**config.mk**
```make
export PLATFORM = sky130hd
export DESIGN_NAME = plb_miss_sequencer
export DESIGN_NICKNAME = d
export VERILOG_FILES = /design/src/rtl/plb_miss_sequencer.sv
export SDC_FILE = /design/constraint.sdc
export NUM_CORES = 1
export LEC_CHECK = 0
export ABC_AREA = 1
export ABC_CLOCK_PERIOD_IN_PS = 3600
export BUFFER_PORTS_ARGS = -buffer_cell sky130_fd_sc_hd__clkbuf_2
export CAP_MARGIN = 10
export CORE_MARGIN = 2
export CORE_UTILIZATION = 55
export CTS_CLUSTER_DIAMETER = 60
export DETAILED_ROUTE_END_ITERATION = 10
export PLACE_DENSITY_LB_ADDON = 0.1
export SETUP_SLACK_MARGIN = 0.4
export SYNTH_ARGS = -nofsm -noshare
export SYNTH_HDL_FRONTEND = slang
export SYNTH_SLANG_ARGS = --single-unit
```
**constraint.sdc**
```tcl
create_clock -name Clock -period 3.6 [get_ports Clock]
set_clock_uncertainty 0.2 [all_clocks]
set_input_delay 0.18 -clock Clock [delete_from_list [all_inputs] [get_ports Clock]]
set_output_delay 0.18 -clock Clock [all_outputs]
set_load 0.02 [all_outputs]
```
**src/rtl/plb_miss_sequencer.sv**
```systemverilog
// Per-access sequencer in front of the PLB: lookup, PosMap miss handling (fetch or init refill),
// evicted-block writeback and a single retry, then the leaf-pair data access to the backend.
module plb_miss_sequencer #(
    parameter int ORAMU = 32,
    parameter int ORAML = 10,
    parameter int LeafWidth = 32,
    parameter int LogLeafInBlock = 4,
    parameter logic [ORAMU-1:0] FinalPosMapStart = 32'h8000_0000
) (
    input  logic                 Clock,
    input  logic                 Reset,
    input  logic                 ReqValid,
    output logic                 ReqReady,
    input  logic [ORAMU-1:0]     ReqAddr,
    output logic                 PLBCmdValid,
    input  logic                 PLBCmdReady,
    output logic [1:0]           PLBCmd,
    output logic [ORAMU-1:0]     PLBAddr,
    output logic                 PLBDInValid,
    output logic [LeafWidth-1:0] PLBDIn,
    input  logic                 PLBRefillDataReady,
    output logic                 PLBOutReady,
    input  logic                 PLBValid,
    input  logic                 PLBHit,
    input  logic                 PLBUnInit,
    input  logic                 PLBEvict,
    input  logic [ORAML-1:0]     PLBOldLeaf,
    input  logic [ORAML-1:0]     PLBNewLeaf,
    input  logic [ORAMU-1:0]     PLBAddrOut,
    input  logic                 PLBEvictDataValid,
    input  logic [LeafWidth-1:0] PLBEvictData,
    output logic                 BEReqValid,
    input  logic                 BEReqReady,
    output logic [1:0]           BEReqCmd,
    output logic [ORAMU-1:0]     BEReqAddr,
    output logic [ORAML-1:0]     BEOldLeaf,
    output logic [ORAML-1:0]     BENewLeaf,
    output logic                 BEUnInit,
    input  logic                 BEDataInValid,
    output logic                 BEDataInReady,
    input  logic [LeafWidth-1:0] BEDataIn,
    output logic                 BEDataOutValid,
    input  logic                 BEDataOutReady,
    output logic [LeafWidth-1:0] BEDataOut,
    output logic                 Error
);
    localparam int N = 1 << LogLeafInBlock;
    localparam int CntW = LogLeafInBlock + 1;
    localparam logic [LogLeafInBlock-1:0] LastIdx = LogLeafInBlock'(N - 1);
    localparam logic [CntW-1:0] FullCnt = CntW'(N);
    localparam logic [ORAMU-1:0] LowMask = ORAMU'(N - 1);
    localparam logic [1:0] PlbUpdate = 2'b00;
    localparam logic [1:0] PlbRefill = 2'b10;
    localparam logic [1:0] PlbInitRefill = 2'b11;
    localparam logic [1:0] BeWriteback = 2'b00;
    localparam logic [1:0] BeFetch = 2'b01;
    localparam logic [1:0] BeAccess = 2'b10;

    typedef enum logic [3:0] {
        S_IDLE        = 4'd0,
        S_LOOKUP_CMD  = 4'd1,
        S_LOOKUP_RSP  = 4'd2,
        S_PM_CMD      = 4'd3,
        S_PM_RSP      = 4'd4,
        S_FETCH_REQ   = 4'd5,
        S_REFILL_CMD  = 4'd6,
        S_REFILL_DATA = 4'd7,
        S_REFILL_RSP  = 4'd8,
        S_WB_REQ      = 4'd9,
        S_WB_DATA     = 4'd10,
        S_ACCESS_REQ  = 4'd11
    } state_t;

    state_t                    stateR, stateNextS;
    logic [ORAMU-1:0]          reqAddrR, pmAddrR, wbAddrR;
    logic [ORAML-1:0]          oldLeafR, newLeafR, wbLeafR;
    logic                      unInitR, retryR, errorR, fsmErrS;
    logic [1:0]                refillCmdR;
    logic [LogLeafInBlock-1:0] refillCntR, wbCntR;
    logic [CntW-1:0]           evictCntR;
    logic [LeafWidth-1:0]      evictBuf [N];
    logic                      inRefillS, captureS, evictErrS;

    assign inRefillS = (stateR == S_REFILL_CMD) || (stateR == S_REFILL_DATA) || (stateR == S_REFILL_RSP);
    assign captureS  = PLBEvictDataValid && inRefillS && (evictCntR != FullCnt);
    assign evictErrS = PLBEvictDataValid && !(inRefillS && (evictCntR != FullCnt));
    assign Error     = errorR;

    // Next-state decode and the handshake/payload outputs of the current state.
    always_comb begin
        stateNextS     = stateR;
        fsmErrS        = 1'b0;
        ReqReady       = 1'b0;
        PLBCmdValid    = 1'b0;
        PLBCmd         = PlbUpdate;
        PLBAddr        = {ORAMU{1'b0}};
        PLBDInValid    = 1'b0;
        PLBDIn         = {LeafWidth{1'b0}};
        BEDataInReady  = 1'b0;
        PLBOutReady    = 1'b0;
        BEReqValid     = 1'b0;
        BEReqCmd       = BeWriteback;
        BEReqAddr      = {ORAMU{1'b0}};
        BEOldLeaf      = {ORAML{1'b0}};
        BENewLeaf      = {ORAML{1'b0}};
        BEUnInit       = 1'b0;
        BEDataOutValid = 1'b0;
        BEDataOut      = {LeafWidth{1'b0}};
        case (stateR)
            S_IDLE: begin
                // Held low while Reset is asserted so every ready reads 0 during reset.
                ReqReady = Reset;
                if (ReqValid) stateNextS = S_LOOKUP_CMD;
                else          stateNextS = S_IDLE;
            end
            S_LOOKUP_CMD: begin
                PLBCmdValid = 1'b1;
                PLBAddr     = reqAddrR;
                if (PLBCmdReady) stateNextS = S_LOOKUP_RSP;
                else             stateNextS = S_LOOKUP_CMD;
            end
            S_LOOKUP_RSP: begin
                PLBOutReady = 1'b1;
                if (!PLBValid)   stateNextS = S_LOOKUP_RSP;
                else if (PLBHit) stateNextS = S_ACCESS_REQ;
                else if (retryR) begin
                    fsmErrS    = 1'b1;
                    stateNextS = S_IDLE;
                end else         stateNextS = S_PM_CMD;
            end
            S_PM_CMD: begin
                PLBCmdValid = 1'b1;
                PLBAddr     = pmAddrR;
                if (PLBCmdReady) stateNextS = S_PM_RSP;
                else             stateNextS = S_PM_CMD;
            end
            S_PM_RSP: begin
                PLBOutReady = 1'b1;
                if (!PLBValid) stateNextS = S_PM_RSP;
                else if (!PLBHit) begin
                    fsmErrS    = 1'b1;
                    stateNextS = S_IDLE;
                end else if (PLBUnInit) stateNextS = S_REFILL_CMD;
                else                    stateNextS = S_FETCH_REQ;
            end
            S_FETCH_REQ: begin
                BEReqValid = 1'b1;
                BEReqCmd   = BeFetch;
                BEReqAddr  = pmAddrR;
                BEOldLeaf  = oldLeafR;
                BENewLeaf  = newLeafR;
                if (BEReqReady) stateNextS = S_REFILL_CMD;
                else            stateNextS = S_FETCH_REQ;
            end
            S_REFILL_CMD: begin
                PLBCmdValid = 1'b1;
                PLBCmd      = refillCmdR;
                PLBAddr     = reqAddrR & ~LowMask;
                if (!PLBCmdReady)                  stateNextS = S_REFILL_CMD;
                else if (refillCmdR == PlbRefill)  stateNextS = S_REFILL_DATA;
                else                               stateNextS = S_REFILL_RSP;
            end
            S_REFILL_DATA: begin
                PLBDInValid   = BEDataInValid;
                PLBDIn        = BEDataIn;
                BEDataInReady = PLBRefillDataReady;
                if (BEDataInValid && PLBRefillDataReady && (refillCntR == LastIdx)) stateNextS = S_REFILL_RSP;
                else                                                             stateNextS = S_REFILL_DATA;
            end
            S_REFILL_RSP: begin
                PLBOutReady = 1'b1;
                if (!PLBValid)  stateNextS = S_REFILL_RSP;
                else if (!PLBEvict) stateNextS = S_LOOKUP_CMD;
                else if (evictCntR != FullCnt) begin
                    fsmErrS    = 1'b1;
                    stateNextS = S_IDLE;
                end else        stateNextS = S_WB_REQ;
            end
            S_WB_REQ: begin
                BEReqValid = 1'b1;
                BEReqCmd   = BeWriteback;
                BEReqAddr  = wbAddrR;
                BEOldLeaf  = wbLeafR;
                BENewLeaf  = wbLeafR;
                if (BEReqReady) stateNextS = S_WB_DATA;
                else            stateNextS = S_WB_REQ;
            end
            S_WB_DATA: begin
                BEDataOutValid = 1'b1;
                BEDataOut      = evictBuf[wbCntR];
                if (BEDataOutReady && (wbCntR == LastIdx)) stateNextS = S_LOOKUP_CMD;
                else                                      stateNextS = S_WB_DATA;
            end
            S_ACCESS_REQ: begin
                BEReqValid = 1'b1;
                BEReqCmd   = BeAccess;
                BEReqAddr  = reqAddrR;
                BEOldLeaf  = oldLeafR;
                BENewLeaf  = newLeafR;
                BEUnInit   = unInitR;
                if (BEReqReady) stateNextS = S_IDLE;
                else            stateNextS = S_ACCESS_REQ;
            end
            default: begin
                fsmErrS    = 1'b1;
                stateNextS = S_IDLE;
            end
        endcase
    end

    // State register, per-access context latches, retry flag and sticky error.
    always_ff @(posedge Clock or negedge Reset) begin
        if (!Reset) begin
            stateR     <= S_IDLE;
            reqAddrR   <= {ORAMU{1'b0}};
            pmAddrR    <= {ORAMU{1'b0}};
            wbAddrR    <= {ORAMU{1'b0}};
            oldLeafR   <= {ORAML{1'b0}};
            newLeafR   <= {ORAML{1'b0}};
            wbLeafR    <= {ORAML{1'b0}};
            unInitR    <= 1'b0;
            refillCmdR <= PlbRefill;
            retryR     <= 1'b0;
            errorR     <= 1'b0;
        end else begin
            stateR <= stateNextS;
            if ((stateR == S_IDLE) && ReqValid) begin
                reqAddrR <= ReqAddr;
                pmAddrR  <= FinalPosMapStart + (ReqAddr >> LogLeafInBlock);
            end
            if (PLBValid && ((stateR == S_LOOKUP_RSP) || (stateR == S_PM_RSP))) begin
                oldLeafR <= PLBOldLeaf;
                newLeafR <= PLBNewLeaf;
                unInitR  <= PLBUnInit;
            end
            if (PLBValid && (stateR == S_PM_RSP)) begin
                refillCmdR <= PLBUnInit ? PlbInitRefill : PlbRefill;
            end
            if (PLBValid && PLBEvict && (stateR == S_REFILL_RSP)) begin
                wbAddrR <= FinalPosMapStart + (PLBAddrOut >> LogLeafInBlock);
                wbLeafR <= PLBNewLeaf;
            end
            // Any re-entry into LOOKUP_CMD other than from IDLE is the one allowed retry.
            if (stateR == S_IDLE) begin
                retryR <= 1'b0;
            end else if ((stateNextS == S_LOOKUP_CMD) && (stateR != S_LOOKUP_CMD)) begin
                retryR <= 1'b1;
            end
            errorR <= errorR | fsmErrS | evictErrS;
        end
    end

    // Refill, writeback and evict-capture word counters.
    always_ff @(posedge Clock or negedge Reset) begin
        if (!Reset) begin
            refillCntR <= {LogLeafInBlock{1'b0}};
            wbCntR     <= {LogLeafInBlock{1'b0}};
            evictCntR  <= {CntW{1'b0}};
        end else begin
            if (stateR == S_REFILL_CMD) begin
                refillCntR <= {LogLeafInBlock{1'b0}};
            end else if ((stateR == S_REFILL_DATA) && BEDataInValid && PLBRefillDataReady) begin
                refillCntR <= refillCntR + 1'b1;
            end
            if (stateR == S_WB_REQ) begin
                wbCntR <= {LogLeafInBlock{1'b0}};
            end else if ((stateR == S_WB_DATA) && BEDataOutReady) begin
                wbCntR <= wbCntR + 1'b1;
            end
            if ((stateR == S_IDLE) || (stateR == S_LOOKUP_CMD)) begin
                evictCntR <= {CntW{1'b0}};
            end else if (captureS) begin
                evictCntR <= evictCntR + 1'b1;
            end
        end
    end

    // Evict buffer storage; only entries below the capture count are meaningful.
    always_ff @(posedge Clock) begin
        if (captureS) begin
            evictBuf[evictCntR[LogLeafInBlock-1:0]] <= PLBEvictData;
        end
    end
endmodule
```
# Word-level counts from Yosys, hierarchy flattened
# Memory sizes are Yosys's and may differ from the RTL's.
# Cells that the tools add are included.
[word_totals]
register_bits = 148
mem_bits_rw = 512
input_bits = 161
output_inout_bits = 161
word_cells = 126
mem_count = 1
[classes]
addsub = 5
eq_ne = 17
muxes = 56
bitwise = 2
reduce_logical = 31
[memory_table]
columns = ["name", "words", "word_bits", "rd", "rd_ports_with_merged_regs", "write_ports", "line_no", "text"]
rows = [
  ["evictBuf", 16, 32, 1, 0, 1, "81", "logic [LeafWidth-1:0] evictBuf [N];"],
]
[op_table]
columns = ["operator", "count"]
rows = [
  ["case mux 32 bit (3 select lines)", 2],
  ["adder 32 x 28 -> 32 bit (first input constant)", 2],
  ["2-to-1 mux 32 bit", 2],
  ["2-to-1 mux 4 bit", 14],
  ["case mux 4 bit (12 select lines)", 1],
  ["case mux 10 bit (2 select lines)", 2],
  ["equality test 4 bit (second input constant)", 6],
  ["2-to-1 mux 1 bit", 22],
  ["equality test 4 x 3 -> 1 bit (second input constant)", 4],
  ["logical AND 1 bit", 16],
  ["2-to-1 mux 2 bit", 6],
  ["2-to-1 mux 5 bit", 2],
  ["2-to-1 mux 3 bit", 3],
  ["OR reduction 3 bit", 3],
  ["OR reduction 9 bit", 1],
  ["adder 4 x 1 -> 4 bit (second input constant)", 2],
  ["equality test 4 x 1 -> 1 bit (second input constant)", 2],
  ["equality test 4 x 2 -> 1 bit (second input constant)", 2],
  ["nonzero test 2 bit", 4],
  ["adder 5 x 1 -> 5 bit (second input constant)", 1],
  ["inequality test 5 bit (second input constant)", 1],
  ["zero test 4 bit", 1],
  ["logical OR 1 bit", 4],
  ["inequality test 4 x 1 -> 1 bit (second input constant)", 1],
  ["6 further kinds", 7],
]

# Logic depth before layout (Yosys ltp)
[logic_depth]
word_depth = 9
ltp_mapped = 11
mapped_depth_nobuf = 11

# Least setup slack after synthesis
# Ideal clock, no wire load.
[synth_path]
kind = "flip-flop to flip-flop"
startpoint = "reg stateR[1]"
endpoint = "mem evictBuf[0][0], enable pin"
setup_ps = 421
arrival_time_ps = 2612
required_ps = 2979
path_slack_ps = 367
path_stages_with_launch = 8
n_path_buf = 0
synth_period_minus_slack_ps = 3233
cell_sequence = "dfrtp_1 -> nor2_1 -> nand2_2 -> o21ai_2 -> nand3_2 -> inv_1 -> nand2_1 -> nor2_1"
[synth_between]
elab_chain_cells = 7
word_cells_on_any_way = 9
classes_between = "eq/ne (3); mux (2); reduce/logical (4)"
[synth_rtl]
columns = ["element", "line_no", "text"]
rows = [
  ["from (decl)", "74", "state_t stateR, stateNextS;"],
  ["from (signal assigned)", "226", "stateR <= stateNextS;"],
  ["equality test 4 x 3 -> 1 bit", "84", "assign inRefillS = (stateR == S_REFILL_CMD) || (stateR == S_REFILL_DATA) || (stateR == S_REFILL_RSP);"],
  ["logical OR 1 bit", "84", ""],
  ["logical OR 1 bit (*)", "84", ""],
  ["logical AND 1 bit (*) (2 in a row)", "85", "assign captureS = PLBEvictDataValid && inRefillS && (evictCntR != FullCnt);"],
  ["2-to-1 mux 1 bit (*)", "280", "if (captureS) begin"],
  ["2-to-1 mux 1 bit (implied by the code) (*)", "281", "evictBuf[evictCntR[LogLeafInBlock-1:0]] <= PLBEvictData;"],
  ["to (decl)", "81", ""],
]
# Every way passes the cells marked *; elsewhere a longest branch is shown, timed or not.

# Worst setup path in the final report
[layout_path]
startpoint = "reg wbCntR[1]"
endpoint = "out BEDataOut[29]"
[layout_between]
elab_chain_cells = 2
[layout_rtl]
columns = ["element", "line_no", "text"]
rows = [
  ["from (decl)", "79", "logic [LogLeafInBlock-1:0] refillCntR, wbCntR;"],
  ["from (signal assigned)", "257", "wbCntR <= {LogLeafInBlock{1'b0}};"],
  ["from (signal assigned)", "266", "wbCntR <= {LogLeafInBlock{1'b0}};"],
  ["from (signal assigned)", "268", "wbCntR <= wbCntR + 1'b1;"],
  ["memory read (16 x 32 bit)", "n/a", ""],
  ["2-to-1 mux 32 bit", "109", "case (stateR)"],
  ["to (decl)", "44", "output logic [LeafWidth-1:0] BEDataOut,"],
]
# No other way between the ends.

==> impl_metrics.toml <==
[worst_hold_path]
hold_class = "in2async"

[setup_path]
critical_path_class = "reg2out"
crit_buf_inv = 3
critical_path.top_delay_family = "buffers and inverters"
critPathSlowestCell = "dfrtp_4"
startpoint_type = "flop"
cp_max_fo = 83
crit_top_cell = "nand2_1"
critPathRequiredTime_ps = 3220
slowest_delay_ps = 620
cp-end-kind = "primary output"
path_cells = "buf_12 > o21ai_0 > o22ai_1 > nand2_1 > nand2_1 > inv_1 > a21oi_1 > clkbuf_2"
arrival_ps = 2710

[synth]
synth_cells = 2290
yosys-top-cells-area = "edfxtp_1 (58%), dfrtp_1 (11%), o21ai_0 (6.7%), nor2_1 (5.9%), nand2_1 (3.4%)"
ys_async_sr_fraction = 0.1808
yosys_warnings = 0
synth_edf_count = 512
synth.top_cell.area_share = 0.5841
netlist_area_um2 = 26320
synth_top_area_cell = "edfxtp_1"
synth_seq_cells = 625
yosys.cell_count.top_type = "edfxtp_1"
syn_nets = 2457
synth_common_cells = "edfxtp_1 (512), nor2_1 (412), o21ai_0 (352), nand2_1 (240), inv_1 (152)"
synth_flop_cell = "edfxtp_1"
synth.yosys.seq_area_share = 0.6915
yosysUniqueCellTypes = 34
syn_area_per_cell_um2 = 11.49

[timing]
setup_viol = 0
layout_min_cycle_time_ps = 3095
timing.final.crit_share = 0.8596
hold_viol_final = 7
slew_headroom = 0.3892
rsz0062_at_grt = "false"
holdWs_ps = -7.715
timing.final.ws_setup_ps = 505.3
tightest_slew_ps = 914.9
setup_tns_ps = 0
max_freq_mhz = 323.1
maxSlewViolCount = 0

[power]
swShare = 0.3353
p_int_mw = 14.41
power.density_nw_per_um2 = 669.3
p_leak_nw = 12.62
p_sw_mw = 7.268
p_seq_frac = 0.407
irDropWorstVdd_mv = 0.5044
power_frac_clock = 0.301
pwr-share-comb = 0.292

[routing]
drcViolationCount = 0
antenna_left = 0
top_layer = "met4"
detailroute.wirelength.met2_um = 34320
met3WireLength_um = 5353
dr_total_vias = 19400
wl_per_cell_um = 20.54
drt_first_pass_iters = 6
wirelength_met1_um = 27850
wl_um = 69610
first_iter_violations = 1690
via_per_inst = 5.724

[cells_and_area]
nFillCells = 3399
area_growth_syn_to_layout_pct = 23.04
multi_input_area_um2 = 6995
drive_gt1_frac = 0.1983
register_area_um2 = 18210
fin_nets = 2887

[die]
core.rowCount = 80
fp.dieH_um = 222.8
initial_core_util = 0.5548
fp.dieW_um = 222.8
fp.coreArea_um2 = 47450
io_pins = 322
die_area_um2 = 49620

[global_routing]
antenna_found_initial = 1
grt_pass1_wl_um = 107600
grt_max_degree = 114
track_usage = 0.2789
grt_pass1_vias = 19510
grt.overflow.total = 0

[outcome]
violations = "negative hold slack"
status = "complete, but fails checks"

[clocking]
cts_buffer_depth = 3
clk_latency_ps = 620
cts_buffers = 61
clkTransAtPathRegs_ps = 60
cts_root_buf = "clkbuf_16"
cts.sinks = 625
cts_htree_levels = 2
tritoncts = "built"

[placed_design]
port_buffers = 317
gp_congestion = 0.8602
post-place-ws_ps = 551.0
dp_hpwl_um = 38250

[flow_run]
maxCapViolations = 0
[through the flow]
step / total power, mW / instances / cell area [um^2] / util
global route: 22.74 / 3388 / 32380 / 0.6825
global placement: 14.60 / 3127 / 28770 / 0.6063
CTS: 21.60 / 3381 / 32300 / 0.6809
detailed placement: 14.77 / 3127 / 28770 / 0.6063
floorplan: 12.99 / 2290 / 26330 / -
finish: 21.68 / 3389 / 32390 / 0.6826
[worst min-delay path, cell delays in order]
cell           delay, ps
dlygate4sd3_1        530
buf_4                130
buf_12               440
[per-layer routing]
metal,track usage,vias up
met5,0,-
met3,0.04985,135
met4,0.09699,0
met1,0.3637,9444
li1,-,8978
met2,0.4737,841
[kinds of logic (layout without fill, tap and decap cells)]
logic type | count (synthesis) | after routing | synth area share
other | 0 | 1 | 0
XOR/XNOR | 1 | 1 | 0.0003328
AO/OA/AOI/OAI | 595 | 595 | 0.1284
buffers and inverters | 300 | 783 | 0.04758
multiplexers | 38 | 38 | 0.02139
flip-flops | 625 | 625 | 0.6915
adder cells (fa/ha/maj) | 6 | 6 | 0.002852
AND/OR/NAND/NOR | 725 | 725 | 0.1079
[registers in the layout, summed over array words and instances, names as in the netlist, 5 cells and up]
signal and flops:
evictBuf 512, newLeafR 10, reqAddrR 31, wbLeafR 10, wbAddrR 29, oldLeafR 10
evictCntR 5
[layout make-up]
class                      count  area share
clock buffer                  68     0.04926
multi-input combinational   1365      0.2160
clock inverter                48     0.01433
sequential                   625      0.5623
antenna                        1  0.00007727
tap                          615     0.02376
timing repair buffer         509      0.1150
inverter                     158     0.01928
[cell usage in the layout, fill, tap and decap left out, drive strengths merged]
cell / netlist / layout
o211ai: 64 / 64
nor2: 418 / 418
inv: 156 / 157
a21boi: 1 / 1
mux2: 38 / 38
nand4: 1 / 1
a21oi: 41 / 41
nand2: 243 / 243
buf: 60 / 58
nor3: 3 / 3
a31oi: 1 / 1
clkinv: 2 / 34
bufbuf: 0 / 1
o22ai: 93 / 93
nand3: 58 / 58
edfxtp: 512 / 512
a211oi: 2 / 2
o21ai: 363 / 363
dfrtp: 113 / 113
diode: 0 / 1
o221ai: 30 / 30
ha: 6 / 6
clkbuf: 82 / 384
dlygate4sd3: 0 / 134
xnor2: 1 / 1
clkinvlp: 0 / 7
nor3b: 2 / 2
bufinv: 0 / 8
[power groups by stage]
stage / registers [mW] / clock network, mW / logic [mW]
2_1_floorplan: 8.75 / 0 / 4.24
5_1_grt: 8.88 / 6.88 / 6.98
6_report: 8.82 / 6.52 / 6.33
4_1_cts: 8.83 / 6.59 / 6.17
3_5_place_dp: 9.02 / 0 / 5.74
3_3_place_gp: 9.01 / 0 / 5.59
[repair_timing]
item,4_1_cts,5_1_grt
gates cloned,1,0
setup buffers,3,7
pin swaps,0,1
endpoints found under the setup margin,32,36
gates resized for setup,10,7
hold buffers,134,0
hold endpoints to repair,741,0
[path summary, 6_finish.rpt]
path | startpoint | to | slack, ps | cells after the start
worst max-delay path | wbCntR[1] | BEDataOut[29] | 510 | 8
worst max register to register | stateR[3] | refillCntR[1] | 580 | 9
worst min register to register | wbAddrR[31] | wbAddrR[31] | 260 | 2
max in group asynchronous | Reset | wbCntR[1] | 2700 | 3
min in group Clock | ReqAddr[28] | reqAddrR[28] | 120 | 4
worst min-delay path | Reset | newLeafR[0] | -8 | 3
Note: power is estimated with default switching activity, not from simulation.
